**config.mk**
```make
export PLATFORM = sky130hd
export DESIGN_NAME = ex_stage
export DESIGN_NICKNAME = d
export VERILOG_FILES = /design/src/rtl/ex_stage.sv
export SDC_FILE = /design/constraint.sdc
export NUM_CORES = 1
export LEC_CHECK = 0
export CAP_MARGIN = 10
export CORE_MARGIN = 4
export CORE_UTILIZATION = 50
export DETAILED_ROUTE_END_ITERATION = 10
export PLACE_DENSITY_LB_ADDON = 0.12
export SYNTH_ARGS = -nofsm -noshare
export SYNTH_HDL_FRONTEND = slang
export SYNTH_SLANG_ARGS = --single-unit
export TNS_END_PERCENT = 30
```
**constraint.sdc**
```tcl
create_clock -name clk -period 6.26 [get_ports clk]
set_input_delay 1.252 -clock clk [delete_from_list [all_inputs] [get_ports clk]]
set_output_delay 1.252 -clock clk [all_outputs]
set_load 0.05 [all_outputs]
```
**src/rtl/ex_stage.sv**
```systemverilog
`default_nettype none
// ============================================================================
// Module   : ex_stage
// Purpose  : Execute stage of a 5-stage pipeline. A combinational ALU
//            (logic / shift / arithmetic groups) plus a 32-cycle restoring
//            divider that stalls the pipeline while it works and presents
//            quotient/remainder on the LO/HI write port for one cycle.
// Ports    : clk, rst            - clock, synchronous active-high reset
//            aluop_i, alusel_i   - operation code and result group
//            reg1_i, reg2_i      - operands (reg1_i[4:0] is the shift amount)
//            wd_i, wreg_i        - destination address / write enable
//            annul_i             - pipeline flush, aborts a divide
//            wd_o, wreg_o, wdata_o - writeback info to EX/MEM
//            whilo_o, hi_o, lo_o - HI/LO write strobe and data
//            stallreq_o          - stall request while dividing
// Revision : 1.0 - initial release
// ============================================================================
module ex_stage #(
    parameter logic [7:0] OP_AND  = 8'h24,
    parameter logic [7:0] OP_OR   = 8'h25,
    parameter logic [7:0] OP_XOR  = 8'h26,
    parameter logic [7:0] OP_ADDU = 8'h21,
    parameter logic [7:0] OP_SUBU = 8'h23,
    parameter logic [7:0] OP_SLT  = 8'h2A,
    parameter logic [7:0] OP_SLL  = 8'h7C,
    parameter logic [7:0] OP_SRL  = 8'h02,
    parameter logic [7:0] OP_DIV  = 8'h1A,
    parameter logic [7:0] OP_DIVU = 8'h1B
) (
    input  logic        clk,
    input  logic        rst,
    input  logic [7:0]  aluop_i,
    input  logic [2:0]  alusel_i,
    input  logic [31:0] reg1_i,
    input  logic [31:0] reg2_i,
    input  logic [4:0]  wd_i,
    input  logic        wreg_i,
    input  logic        annul_i,
    output logic [4:0]  wd_o,
    output logic        wreg_o,
    output logic [31:0] wdata_o,
    output logic        whilo_o,
    output logic [31:0] hi_o,
    output logic [31:0] lo_o,
    output logic        stallreq_o
);

    localparam logic [1:0] S_IDLE = 2'd0;
    localparam logic [1:0] S_BUSY = 2'd1;
    localparam logic [1:0] S_DONE = 2'd2;

    localparam logic [2:0] SEL_LOGIC = 3'd1;
    localparam logic [2:0] SEL_SHIFT = 3'd2;
    localparam logic [2:0] SEL_ARITH = 3'd4;

    logic [1:0]  state_q,      state_d;
    logic [4:0]  cnt_q,        cnt_d;
    logic [31:0] dividend_q,   dividend_d;
    logic [31:0] divisor_q,    divisor_d;
    logic [31:0] quot_q,       quot_d;
    logic [31:0] rem_q,        rem_d;
    logic        neg_quot_q,   neg_quot_d;
    logic        neg_rem_q,    neg_rem_d;

    logic        w_is_div;
    logic        w_signed;
    logic [31:0] w_a_mag;
    logic [31:0] w_b_mag;
    logic [32:0] w_shift;
    logic [32:0] w_trial;

    // ------------------------------------------------------------------
    // ALU: purely combinational, independent of the divider
    // ------------------------------------------------------------------
    always_comb begin
        wdata_o = 32'h0;
        case (alusel_i)
            SEL_LOGIC: begin
                if      (aluop_i == OP_AND) wdata_o = reg1_i & reg2_i;
                else if (aluop_i == OP_OR)  wdata_o = reg1_i | reg2_i;
                else if (aluop_i == OP_XOR) wdata_o = reg1_i ^ reg2_i;
            end
            SEL_SHIFT: begin
                if      (aluop_i == OP_SLL) wdata_o = reg2_i << reg1_i[4:0];
                else if (aluop_i == OP_SRL) wdata_o = reg2_i >> reg1_i[4:0];
            end
            SEL_ARITH: begin
                if      (aluop_i == OP_ADDU) wdata_o = reg1_i + reg2_i;
                else if (aluop_i == OP_SUBU) wdata_o = reg1_i - reg2_i;
                else if (aluop_i == OP_SLT)
                    wdata_o = ($signed(reg1_i) < $signed(reg2_i)) ? 32'h1 : 32'h0;
            end
            default: wdata_o = 32'h0;
        endcase
    end

    assign wd_o   = wd_i;
    assign wreg_o = wreg_i & ~stallreq_o;

    // ------------------------------------------------------------------
    // Divider operand preparation
    // ------------------------------------------------------------------
    assign w_is_div = (aluop_i == OP_DIV) || (aluop_i == OP_DIVU);
    assign w_signed = (aluop_i == OP_DIV);
    // Signed divide runs on magnitudes; signs are reapplied in DONE.
    assign w_a_mag  = (w_signed && reg1_i[31]) ? (~reg1_i + 32'd1) : reg1_i;
    assign w_b_mag  = (w_signed && reg2_i[31]) ? (~reg2_i + 32'd1) : reg2_i;

    // One restoring step: bring in the next dividend bit and try to subtract.
    // The partial remainder is always below the divisor, so 33 bits suffice
    // and bit 32 of the trial difference is the "borrow / restore" flag.
    assign w_shift = {rem_q, dividend_q[31]};
    assign w_trial = w_shift - {1'b0, divisor_q};

    // ------------------------------------------------------------------
    // State and datapath registers
    // ------------------------------------------------------------------
    always_ff @(posedge clk) begin
        if (rst) begin
            state_q    <= S_IDLE;
            cnt_q      <= 5'd0;
            dividend_q <= 32'h0;
            divisor_q  <= 32'h0;
            quot_q     <= 32'h0;
            rem_q      <= 32'h0;
            neg_quot_q <= 1'b0;
            neg_rem_q  <= 1'b0;
        end else begin
            state_q    <= state_d;
            cnt_q      <= cnt_d;
            dividend_q <= dividend_d;
            divisor_q  <= divisor_d;
            quot_q     <= quot_d;
            rem_q      <= rem_d;
            neg_quot_q <= neg_quot_d;
            neg_rem_q  <= neg_rem_d;
        end
    end

    // ------------------------------------------------------------------
    // Next-state and datapath next values
    // ------------------------------------------------------------------
    always_comb begin
        state_d    = state_q;
        cnt_d      = cnt_q;
        dividend_d = dividend_q;
        divisor_d  = divisor_q;
        quot_d     = quot_q;
        rem_d      = rem_q;
        neg_quot_d = neg_quot_q;
        neg_rem_d  = neg_rem_q;

        if (annul_i) begin
            state_d = S_IDLE;
        end else begin
            case (state_q)
                S_IDLE: begin
                    if (w_is_div) begin
                        if (reg2_i == 32'h0) begin
                            // Divide by zero: fixed result, no iteration
                            state_d    = S_DONE;
                            quot_d     = 32'hFFFF_FFFF;
                            rem_d      = reg1_i;
                            neg_quot_d = 1'b0;
                            neg_rem_d  = 1'b0;
                        end else begin
                            state_d    = S_BUSY;
                            cnt_d      = 5'd0;
                            dividend_d = w_a_mag;
                            divisor_d  = w_b_mag;
                            quot_d     = 32'h0;
                            rem_d      = 32'h0;
                            neg_quot_d = w_signed & (reg1_i[31] ^ reg2_i[31]);
                            neg_rem_d  = w_signed & reg1_i[31];
                        end
                    end
                end
                S_BUSY: begin
                    dividend_d = {dividend_q[30:0], 1'b0};
                    if (!w_trial[32]) begin
                        rem_d  = w_trial[31:0];
                        quot_d = {quot_q[30:0], 1'b1};
                    end else begin
                        rem_d  = w_shift[31:0];
                        quot_d = {quot_q[30:0], 1'b0};
                    end
                    cnt_d = cnt_q + 5'd1;
                    if (cnt_q == 5'd31) begin
                        state_d = S_DONE;
                    end
                end
                S_DONE:  state_d = S_IDLE;
                default: state_d = S_IDLE;
            endcase
        end
    end

    // ------------------------------------------------------------------
    // FSM outputs
    // ------------------------------------------------------------------
    always_comb begin
        stallreq_o = 1'b0;
        whilo_o    = 1'b0;
        hi_o       = 32'h0;
        lo_o       = 32'h0;
        if (!annul_i) begin
            case (state_q)
                S_IDLE: stallreq_o = w_is_div;
                S_BUSY: stallreq_o = 1'b1;
                S_DONE: begin
                    whilo_o = 1'b1;
                    lo_o    = neg_quot_q ? (~quot_q + 32'd1) : quot_q;
                    hi_o    = neg_rem_q  ? (~rem_q  + 32'd1) : rem_q;
                end
                default: stallreq_o = 1'b0;
            endcase
        end
    end

endmodule
`default_nettype wire

```
==> results.tsv <==
stage	metric	value	unit
routing	dr_total_vias	21800	
die	fp-row-count	70	
sta	max_clock_freq	163	MHz
routing	routedWlPerCell	24.5	um
die	io_pins	188	
critical_path	startpoint_type	primary input	
cts	path_clk_slew	0.06	ns
routing	drtPass1Iterations	6	
routing	viasPerCell	6.60	
critical_path	rrSetupSlack	1.80	ns
sta	finalSetupViolCount	0	
sta	finClkSkew	0.0112	ns
routing	drt-total-wl	81100	um
die	fp.dieW	200	um
yosys	synth-seq-cells	137	
global_route	grt_pass1_wl	122000	um
routing	drcViolationCount	0	
final_layout	finalInstanceArea	0.0222	mm^2
final_layout	final_nets	3041	
die	initial_core_util	0.506	
sta	fin_crit_sh	0.979	
critical_path	crit_fanout	8	
critical_path	critPathRequiredTime	5.01	ns
yosys	synth_area	0.0184	mm^2
cts	post-cts-setup-buffer-count	0	
yosys	synth_nets	2876	
job	maxCapViolCount	0	
cts	cts_tree	yes	
final_layout	area_growth	20.4	%
sta	final_hold_viol_count	0	
sta	max_slew_margin	0.154	
power	p_leak	8.90	nW
yosys	ys.flop_type	dfxtp_1	
die	core	0.0364	mm^2
yosys	synth.top_cells.by_area	dfxtp_1, ha_1, a21oi_1	
yosys	yosysWarnings	0	
yosys	yosys.area.top_type	dfxtp_1	
sta	min_period	6.13	ns
outcome	status	finished, final reports clean	
global_route	grt_max_degree	86	
yosys	synth_async_sr_flop_share	0	
cts	cts_root_buf	clkbuf_16	
sta	worstMarginPinSlew	1.26	ns
yosys	synth.distinct_cells	94	
sta	fin_tns_setup	0	ns
cts	clockBufferDepth	2	
cts	clkLatencyLatePin	0.43	ns
yosys	synth_top_area_share	0.149	
placement	hpwl	62700	um
critical_path	arrival	4.88	ns
routing	ant_nets	0	
yosys	synth_edf_count	0	
placement	io_buffers	177	
final_layout	fin_util	0.609	
power	ir_drop	0.000201	V
routing	first_iter_violations	2779	
yosys	syn_inst	2655	
die	die_y	200	um
yosys	yosysSeqAreaShare	0.149	
cts	numCtsBuffers	17	
final_layout	drive_gt1_frac	0.121	
worst_hold_path	min_path_type	reg -> reg	
sta	rsz0062_at_grt	no	
global_route	grt_overflow	0	
die	die_area	0.0400	mm^2
global_route	grt_pass1_vias	20700	
critical_path	end_kind	output pin	
global_route	grt_use_total	0.390	
global_route	grt_antenna_before_repair	4	
cts	htreeDepth	4	
sta	slew_violations	0	
placement	placed_area	0.0215	mm^2
cts	cts_sinks	137	
yosys	avgSynthCellArea	6.94	um^2
placement	gp_congestion	1.04	
power	power_density	140	mW/mm^2
critical_path	crit_type	in -> out	
-- worst max-delay path: stages --
cell	delay [ns]
clkdlybuf4s50_1	0.51
inv_1	0.11
ha_1	0.44
nor3_1	0.49
nand2_1	0.20
o41ai_2	0.37
buf_4	0.19
o21ai_2	0.11
buf_4	0.16
o31ai_1	0.19
a22oi_1	0.14
xnor2_1	0.17
o221ai_1	0.23
buf_4	0.18
buf_12	0.13
-- layout by cell type, fill, tap and decap left out, types with 10 or more instances in the layout --
| cell | instances |
|---|---|
| o21a_1 | 10 |
| buf_4 | 175 |
| nand3_1 | 47 |
| nor3_1 | 81 |
| a21o_1 | 25 |
| o31ai_1 | 41 |
| o22ai_1 | 23 |
| inv_1 | 148 |
| and3_1 | 11 |
| nor4_1 | 13 |
| clkbuf_16 | 17 |
| nand2b_1 | 21 |
| o211ai_1 | 48 |
| nor2b_1 | 22 |
| o41ai_1 | 15 |
| or4_1 | 10 |
| dfxtp_1 | 137 |
| ha_1 | 134 |
| nand4_1 | 11 |
| nand2_1 | 226 |
| a211o_1 | 10 |
| mux2_2 | 22 |
| o21bai_1 | 16 |
| buf_12 | 30 |
| a221oi_1 | 19 |
| nor2_1 | 383 |
| xnor2_1 | 104 |
| a211oi_1 | 67 |
| mux2i_1 | 50 |
| xor2_1 | 70 |
| or3_1 | 20 |
| a21oi_1 | 297 |
| a31oi_1 | 31 |
| mux4_2 | 26 |
| o21ai_0 | 123 |
| clkdlybuf4s50_1 | 137 |
| o221ai_1 | 52 |
-- kinds of logic (layout without fill, tap and decap cells) --
kind of cell | Yosys count | count (layout) | share of synthesized area
compound gates | 855 | 855 | 0.301
xor+xnor | 174 | 174 | 0.0827
fa+ha+maj | 137 | 137 | 0.0943
buf+inv | 353 | 530 | 0.0767
flops | 137 | 137 | 0.149
mux | 104 | 104 | 0.0761
other cells | 0 | 2 | 0
simple gates | 895 | 895 | 0.220
-- synth_stat cells, drive strengths merged, types with 4 or more instances --
master	number
o211ai	48
a2111oi	4
and2	7
a311oi	6
o221ai	54
o21a	10
nor2	386
mux2	28
or3	22
xor2	70
a211oi	71
a211o	10
a22oi	8
a31oi	31
inv	149
o2111ai	4
o22ai	23
o31ai	44
or4	15
nand2	229
o21bai	17
nand4	11
o22a	5
o41ai	17
mux2i	50
nand3	47
ha	134
a21oi	300
nor4	15
buf	48
a221oi	23
nor2b	23
o21ai	131
nand2b	22
mux4	26
nor3	87
dfxtp	137
xnor2	104
a21o	26
clkbuf	153
and3	11
nand3b	5
nor3b	4
-- metal layers --
metal / GRT usage / share of wire / vias to the layer above
li1: - / - / 9917
met1: 0.504 / 0.38 / 10100
met2: 0.612 / 0.43 / 1505
met3: 0.0744 / 0.11 / 293
met4: 0.216 / 0.071 / 6
met5: 0.00956 / 0.00097 / -
-- repair_timing --
action | in CTS | in global routing
hold buffers | 0 | 0
gates resized for setup | 5 | 5
pin swaps | 0 | 1
endpoints found under the hold margin | 0 | 0
setup endpoints to repair | 5 | 7
-- report_power, final --
part / internal (mW) / switching (mW) / leakage, nW / total, mW
clock: 0.635 / 0.405 / 0.282 / 1.04
combinational: 0.460 / 0.720 / 7.52 / 1.18
sequential: 0.876 / 0.00484 / 1.10 / 0.881
-- layout make-up --
class	instances	area, um^2
fill	3378	14300
tap	468	586
clock inverter	11	149
timing repair buffer	347	3310
inverter	152	571
clock buffer	20	447
antenna	2	5.00
multi-input combinational	2165	14400
sequential	137	2740
-- path summary, 6_finish.rpt --
| kind | from | end | depth (start not counted) |
|---|---|---|---|
| setup / recovery | reg1_i[17] | wdata_o[24] | 15 |
| hold / removal | dividend_q[0]$_SDFFE_PP0P_ | dividend_q[0]$_SDFFE_PP0P_ | 2 |
| setup reg to reg | dividend_q[31]$_SDFFE_PP0P_ | rem_q[13]$_SDFFE_PP0P_ | 14 |
| hold reg to reg | dividend_q[0]$_SDFFE_PP0P_ | dividend_q[0]$_SDFFE_PP0P_ | 2 |
-- flip-flops by register name (all words and copies together) (netlist names) --
signal      flops
cnt_q           5
dividend_q     32
divisor_q      32
neg_quot_q      1
neg_rem_q       1
quot_q         32
rem_q          32
state_q         2
-- through the flow --
step / instances / setup WS (ns) / hold slack [ns] / total power [mW]
floorplan: 2655 / -0.0127 / 0.432 / 1.62
global placement: 3269 / -0.00891 / 0.439 / 2.03
detailed placement: 3269 / -0.117 / 0.447 / 2.03
CTS: 3300 / 0.127 / 0.455 / 3.06
global route: 3300 / 0.0188 / 0.479 / 3.21
finish: 3302 / 0.131 / 0.456 / 3.10
Power figures use the tool's default switching activity.
